$ cat src/rtl/lut_multiplier.sv
// Pipelined signed fixed-point multiplier: a * sign-extended coefficient b[CONST_W-1:0].
// The product is built from a 16-entry table of a's digit multiples and a shift-add tree.
module lut_multiplier #(
  parameter int IN_W    = 32,
  parameter int CONST_W = 16,
  parameter int FRAC    = 15
) (
  input  logic            clk,
  input  logic            rst,
  input  logic [IN_W-1:0] a,
  input  logic [IN_W-1:0] b,
  output logic [IN_W-1:0] result
);

  localparam int D   = (CONST_W + 3) / 4;
  localparam int CW4 = 4 * D;
  localparam int LW  = IN_W + 4;
  // One spare bit above the exact product keeps the rounding add from wrapping.
  localparam int PW  = IN_W + CW4 + 1;
  localparam logic signed [PW-1:0] RND = PW'((64'd1 << FRAC) >> 1);

  logic signed [LW-1:0]      a_ext_s;
  logic signed [LW-1:0]      lut_d [16];
  logic signed [LW-1:0]      lut_q [16];
  logic signed [CONST_W-1:0] c_d;
  logic signed [CONST_W-1:0] c_q;
  logic                      b_unused_s;

  logic [CW4-1:0]            c_ext_s;
  logic [3:0]                digit_s;
  logic [3:0]                mag_s;
  logic signed [PW-1:0]      term_s;
  logic signed [PW-1:0]      prod_s;
  logic signed [PW-1:0]      rnd_s;
  logic signed [PW-1:0]      r_s;
  logic [IN_W-1:0]           result_d;
  logic [IN_W-1:0]           result_q;

  assign a_ext_s    = {{4{a[IN_W-1]}}, a};
  assign c_d        = b[CONST_W-1:0];
  assign b_unused_s = ^b;

  // Table of k*a for k = 0..15, formed from shifted copies of a.
  always_comb begin
    for (int k = 0; k < 16; k++) begin
      lut_d[k] = '0;
      for (int j = 0; j < 4; j++) begin
        if (((k >> j) & 1) == 1) begin
          lut_d[k] = lut_d[k] + (a_ext_s <<< j);
        end else begin
          lut_d[k] = lut_d[k];
        end
      end
    end
  end

  // Stage 1: capture the coefficient and the multiple table.
  always_ff @(posedge clk or posedge rst) begin
    if (rst) begin
      for (int k = 0; k < 16; k++) begin
        lut_q[k] <= '0;
      end
      c_q <= '0;
    end else begin
      lut_q <= lut_d;
      c_q   <= c_d;
    end
  end

  assign c_ext_s = CW4'(c_q);

  // Shift-add of radix-16 digits; only the top digit carries a sign.
  always_comb begin
    prod_s  = '0;
    digit_s = '0;
    mag_s   = '0;
    term_s  = '0;
    for (int i = 0; i < D; i++) begin
      digit_s = c_ext_s[4*i +: 4];
      if ((i == D - 1) && digit_s[3]) begin
        mag_s  = ~digit_s + 4'd1;
        term_s = -PW'(lut_q[mag_s]);
      end else begin
        mag_s  = digit_s;
        term_s = PW'(lut_q[digit_s]);
      end
      prod_s = prod_s + (term_s <<< (4 * i));
    end
    rnd_s = prod_s + RND;
    r_s   = rnd_s >>> FRAC;
  end

  // Saturate whenever the bits above the result's sign bit disagree with it.
  always_comb begin
    if ((&r_s[PW-1:IN_W-1]) || (~|r_s[PW-1:IN_W-1])) begin
      result_d = r_s[IN_W-1:0];
    end else if (r_s[PW-1]) begin
      result_d = {1'b1, {(IN_W-1){1'b0}}};
    end else begin
      result_d = {1'b0, {(IN_W-1){1'b1}}};
    end
  end

  // Stage 2: registered, rounded and saturated product.
  always_ff @(posedge clk or posedge rst) begin
    if (rst) begin
      result_q <= '0;
    end else begin
      result_q <= result_d;
    end
  end

  assign result = result_q;

endmodule

$ cat config.mk
export PLATFORM = sky130hd
export DESIGN_NAME = lut_multiplier
export DESIGN_NICKNAME = d
export VERILOG_FILES = /design/src/rtl/lut_multiplier.sv
export SDC_FILE = /design/constraint.sdc
export NUM_CORES = 2
export LEC_CHECK = 0
export ABC_AREA = 1
export BUFFER_PORTS_ARGS = -buffer_cell sky130_fd_sc_hd__buf_4
export CAP_MARGIN = 30
export CORE_MARGIN = 2
export CORE_UTILIZATION = 35
export DETAILED_ROUTE_END_ITERATION = 8
export PLACE_DENSITY = 0.51
export SYNTH_ARGS = -nofsm -noshare
export SYNTH_HDL_FRONTEND = slang
export SYNTH_SLANG_ARGS = --single-unit
$ cat constraint.sdc
create_clock -name clk -period 13.8 [get_ports clk]
set_input_delay 2.76 -clock clk [delete_from_list [all_inputs] [get_ports clk]]
set_output_delay 2.76 -clock clk [all_outputs]
set_load 0.02 [all_outputs]
* Word-level counts from Yosys, hierarchy flattened
Index checks and enable logic that the tools add are counted.
Storage, ports and cells: flip-flop bits (word level) 567, bits of input ports 66, logic and storage cells 67
Operators by class: $add $sub $neg 17, $lt $le $gt $ge 5, multiplexer cells 18, bitwise logic cells 6, reductions and logical operators 4
Operators with widths (number):
- $bmux W36 S4 | 5
- $mux W36 | 10
- $add A35 B35 Y36 | 3
- $add A34 B35 Y36 | 2
- $mux W32 | 2
- $add A49 B16 Y49 const B | 1
- $add A49 B49 Y49 | 1
- $add A41 B44 Y45 | 1
- $add A36 B40 Y41 | 1
- $mux W37 | 1
- $neg A36 Y37 | 1
- $add A32 B35 Y36 | 1
- $add A33 B35 Y36 | 1
- $add A32 B34 Y35 | 1
- $add A33 B34 Y35 | 1
- $add A34 B34 Y35 | 1
- $add A32 B33 Y34 | 1
- $ge A5 B5 Y1 const B | 5
- $not A4 Y5 | 5
- $add A4 B1 Y4 const B | 1
- $not A4 Y4 | 1
- $reduce_and A3 Y1 | 1
- $reduce_or A3 Y1 | 1
- $logic_not A1 Y1 | 1
- $logic_or A1 B1 Y1 | 1

* Depth between registers and ports, before layout
depth in word-level cells 14, gate-level depth with buffers 49, mapped depth without buffers 44

* Least setup slack after synthesis
No wires, ideal clock.
path kind in2reg, from input port a[2], to register lut_q[31] (netlist bit), setup time 0.131 ns, data arrival time 7.474 ns, required time 13.669 ns, slack 6.195 ns, stages on the path 28, path buffers 0, cell sequence ha_1 -> a21oi_1 -> nand2_1 -> a21oi_1 -> o21ai_0 -> a21oi_1 -> o21ai_0 -> a21boi_0 -> o21ai_0 -> a21oi_1 -> o21ai_0 -> xor2_1 -> ha_1 -> nand2_1 -> inv_1 -> nand3_1 -> o21ai_0 -> xor2_1 -> ha_1 -> nand2_1 -> inv_1 -> a21oi_1 -> nor2_1 -> o21bai_1 -> o311ai_0 -> a21boi_0 -> o21ai_0 -> xor2_1
RTL lines:
- start, declared | line 10 | input logic [IN_W-1:0] a,
- end signal, assigned | line 65 | lut_q <= lut_d;
- end, declared | line 24 | logic signed [LW-1:0] lut_q [16];

* Final worst setup path
from register c_q[8] (netlist: c_ext_s[8]), to register result_q[30] (netlist: result[30])
Between the ends: cells in the longest elaborated chain, start to end 11
Ends and longest elaborated chain:
- start, declared | line 26 | logic signed [CONST_W-1:0] c_q;
- start signal, assigned | line 63 | c_q <= '0;
- start signal, assigned | line 66 | c_q <= c_d;
- $not A4 Y5 (not written as such) * | line 85 | term_s = PW'(lut_q[digit_s]);
- $bmux W36 S4 * | line 85
- $mux W36 (not written as such) * (2 in series) | line 85
- $add A41 B44 Y45 * | line 87 | prod_s = prod_s + (term_s <<< (4 * i));
- $add A49 B49 Y49 * | line 87
- $add A49 B16 Y49 * | line 89 | rnd_s = prod_s + RND;
- $reduce_or A3 Y1 | line 95 | if ((&r_s[PW-1:IN_W-1]) || (~|r_s[PW-1:IN_W-1])) begin
- $logic_not A1 Y1 | line 95
- $logic_or A1 B1 Y1 | line 95
- $mux W32 * | line 95
- via result_d[30] | line 36 | logic [IN_W-1:0] result_d;
- end signal, assigned | line 109 | result_q <= result_d;
- end, declared | line 37 | logic [IN_W-1:0] result_q;
The timed path passes the listed nets; every way through them passes the cells marked *. The select of a mux whose other input is x is not followed.

==> results.md <==
* Adder and majority cell fraction of the synthesized area at 0.1191
* Final period util at 0.6915
* 1st-pass router iterations at 8
* Number of max-slew violations in the final report at 0
* Total global routing overflow at 0
* CP peak stage delay at 0.82 ns
* H-Tree Level Count at 2
* Post-cts sizing count at 0
* Antenna violations before repair at 6
* Height of the chip at 347.3 um
* Filler instances at 12,705
* CTS root buffer: sky130_fd_sc_hd__clkbuf_16
* Final sum of negative setup slack at 0 ns
* Critical path data required time at 14.28 ns
* Average footprint of a synthesized cell at 6.435 um2
* PnR worst setup slack at 4.258 ns
* RSZ-0062 raised after global routing: false
* Area of the die at 120,600 um2
* Simple-gate area share of the yosys netlist at 0.2407
* Floorplan row count at 125
* Register bit count reported by yosys at 304
* Number of flops mapped to enable cells by yosys at 0
* Hold/Removal Path Class: flop to flop
* Worst setup slack before clock tree synthesis at 3.806 ns
* Register clock-pin slew on the reported worst setup and hold paths at 0.06 ns
* Number of buffers created by CTS at 37
* Total power draw at 0.009804 W
* Violated checks: DRC
* Number of maximum-capacitance constraint violations at 0
* Horizontal extent of the die at 347.3 um
* Total via count in the routed design at 47,310
* TritonCTS clock tree: built
* Arrival time worst endpoint at 10.02 ns
* Fraction of layout cells with a size suffix above 1 at 0.05054
* Worst Setup Path Type: flop to flop
* Count of pins on the block boundary at 98
* Count of buffers inserted at the top-level ports at 81
* Dominant cell type by area after synthesis: sky130_fd_sc_hd__dfrtp_1
* Peak supply drop at 177.7 uV
* Cell count after synthesis at 6,411
* Compound-cell area share of the yosys netlist at 0.3067
* Fmax at 0.1048 GHz
* Launch point of the worst reg-to-reg path: c_ext_s[8]
* Antenna viol nets, final at 0
* 1st-iter DRT viols at 6,259
* Clock latency on the worst-skew pair at 0.62 ns
* Area growth from synthesis to layout at 6.642%
* Total global-route track usage at 0.3100
* Portion of synthesized cell area occupied by the leading cell type at 0.1844
* Final weighted congestion in routability-driven placement at 0.9752
* Post-CTS Setup Repair Bufs at 0
* Maximum fanout encountered on the critical timing path at 135
* Power density normalized to cell area at 222.8 nW/um2
* FFs w/ async S/R, synth at 1.000
* Layout Nets at 6,639
* Distinct cell type count of the synthesized netlist at 65
* FF-to-FF path depth at 38
* Mux contribution to synthesized area at 0.0002729
* Number of warnings printed during yosys synthesis at 0
* Startpoint types: flop
* Slowest cell on crit path: sky130_fd_sc_hd__dfrtp_4
* Core region area at 116,500 um2
* CTS Hold Bufs at 0
* Netlist area before placement at 41,260 um2
* Commonest register cell after synthesis: sky130_fd_sc_hd__dfrtp_1
* Post-synthesis xor/xnor area fraction at 0.05962
* Clock skew after layout at 0.04809 ns
* DRC violation count after routing at 2
* Effective utilization at floorplan at 0.3541
* Largest cells by area after synthesis: sky130_fd_sc_hd__dfrtp_1 18%, sky130_fd_sc_hd__nand2_1 11%, sky130_fd_sc_hd__ha_1 9.8%, sky130_fd_sc_hd__a21oi_1 8.9%, sky130_fd_sc_hd__o21ai_0 8.0%
* Final-layout worst hold slack at 1.286 ns
* Static leakage at 19.63 nW
* Part of the Yosys area used for sequential elements at 0.1844
* Worst setup path endpoint: result[30]
* Result of the run: complete, but fails checks
* Clock Path Buffers at 3
* Synth Net Count at 6,844
* Routed WL at 194,400 um
* Final period demand of the worst path at 9.542 ns
* Transition time at the pin with the least slew margin at 0.9807 ns
* Number of sinks driven by the clock tree at 304
* Largest net degree at the start of global routing at 170
* Via count of the first global-routing pass at 43,595
* Endpoint of the worst register-to-register path: result[30]
* Top cell by count, worst path: sky130_fd_sc_hd__nand2_1
* Slew HR at 0.3393
* Critical path origin: c_ext_s[8]
* First-pass GRT wire length at 284,100 um
* CP endpoint kind: flop
* Setup-violating endpoint count in the final report at 0
* Main combinational cell family by area after synthesis: compound AO/OA/AOI/OAI gates
* Post-DR vias/cell at 6.098
* Average detailed-routed wire length per instance at 25.05 um
* Hold Fails Final Rpt at 0
* Worst setup slack for register-to-register paths at 4.26 ns
* HPWL after detailed placement at 146,000 um
[stage by stage]
stage,cell area (um2),cells,utilization
after detailed placement,42680,7691,0.3663
after CTS,43990,7757,0.3776
after floorplan,41260,6411,-
final,44000,7758,0.3776
after global routing,43990,7757,0.3776
after global placement,42640,7687,0.3659
[synth_stat cells (all sizes together) (32+ instances only)]
cell / n
a211oi: 70
a21oi: 731
a221oi: 44
a31oi: 119
buf: 133
clkbuf: 258
dfrtp: 304
fa: 43
ha: 324
inv: 507
nand2: 1272
nand3: 417
nor2: 602
nor3: 58
o211ai: 164
o21a: 37
o21ai: 736
o221ai: 50
o31ai: 32
xnor2: 84
xor2: 196
[where the power goes]
part	switching, W	internal, W	leakage [nW]
Clock	0.000429	0.000657	0.645
Sequential	0.000615	0.00124	3.53
Combinational	0.00452	0.00234	15.5
[registers in the layout, indices dropped and copies added, names as in the netlist]
register and count:
c_ext_s 16, lut_q 256, result 32
[layer usage]
layer  wire [um]  GRT usage  vias to the layer above
li1            -          -                    21983
met1       83520     0.4310                    22504
met2       81880     0.4678                     2473
met3       22910    0.08261                      342
met4        5999    0.08944                        8
met5          54          0                        -
[cells by family (layout without fill, tap and decap cells)]
kind of cell | after synthesis | after routing
and+or+nand+nor | 2399 | 2399
AOI/OAI and AO/OA | 2159 | 2159
buffers and inverters | 901 | 723
adders and majority gates | 367 | 367
DFF | 304 | 304
xor gates and xnor gates | 280 | 280
muxes | 1 | 1
other | 0 | 1
[worst max-delay path: cells and delay by family, from the launching register on]
family | cells | cell delay, ns
compound gates | 11 | 2.86
simple gates | 16 | 2.06
fa+ha+maj | 4 | 1.66
buf+inv | 6 | 1.46
flops | 1 | 0.82
xor+xnor | 1 | 0.17
[cells in the final DEF, fill, tap and decap left out, types with 32 or more instances in the layout]
cell type | Yosys | routed
sky130_fd_sc_hd__o21a_1 | 37 | 37
sky130_fd_sc_hd__o21ai_1 | 66 | 67
sky130_fd_sc_hd__o221ai_1 | 50 | 50
sky130_fd_sc_hd__o21ai_0 | 663 | 662
sky130_fd_sc_hd__a31oi_1 | 119 | 119
sky130_fd_sc_hd__nand3_1 | 411 | 411
sky130_fd_sc_hd__inv_1 | 488 | 482
sky130_fd_sc_hd__ha_1 | 324 | 323
sky130_fd_sc_hd__dfrtp_1 | 304 | 291
sky130_fd_sc_hd__nand2_1 | 1248 | 1247
sky130_fd_sc_hd__clkbuf_16 | 0 | 37
sky130_fd_sc_hd__nor3_1 | 55 | 55
sky130_fd_sc_hd__a221oi_1 | 44 | 44
sky130_fd_sc_hd__nor2_1 | 591 | 591
sky130_fd_sc_hd__xor2_1 | 196 | 195
sky130_fd_sc_hd__a211oi_1 | 70 | 70
sky130_fd_sc_hd__a21oi_1 | 731 | 731
sky130_fd_sc_hd__buf_4 | 22 | 139
sky130_fd_sc_hd__fa_1 | 43 | 43
sky130_fd_sc_hd__o31ai_1 | 32 | 32
sky130_fd_sc_hd__xnor2_1 | 83 | 83
sky130_fd_sc_hd__o211ai_1 | 161 | 161
[worst min path at each step]
stage	start	endpoint	cells after the start
after floorplan	c_ext_s[15]	result[31]	5
after global placement	lut_q[0]	result[3]	7
after detailed placement	lut_q[0]	result[1]	7
after CTS	lut_q[0]	result[3]	7
after global routing	lut_q[0]	result[1]	7
final	lut_q[0]	result[1]	7
[layout make-up]
type / count / area (um2) / share of cell area
antenna: 1 / 2.502 / 0.00005688
clock buffer: 48 / 1027 / 0.02335
clock inverter: 18 / 282.8 / 0.006427
inverter: 510 / 1942 / 0.04414
multi-input combinational: 5206 / 30020 / 0.6822
sequential: 304 / 7639 / 0.1736
tap: 1524 / 1907 / 0.04334
timing repair buffer: 147 / 1181 / 0.02685
No activity file was read; power rests on OpenSTA's default activity.
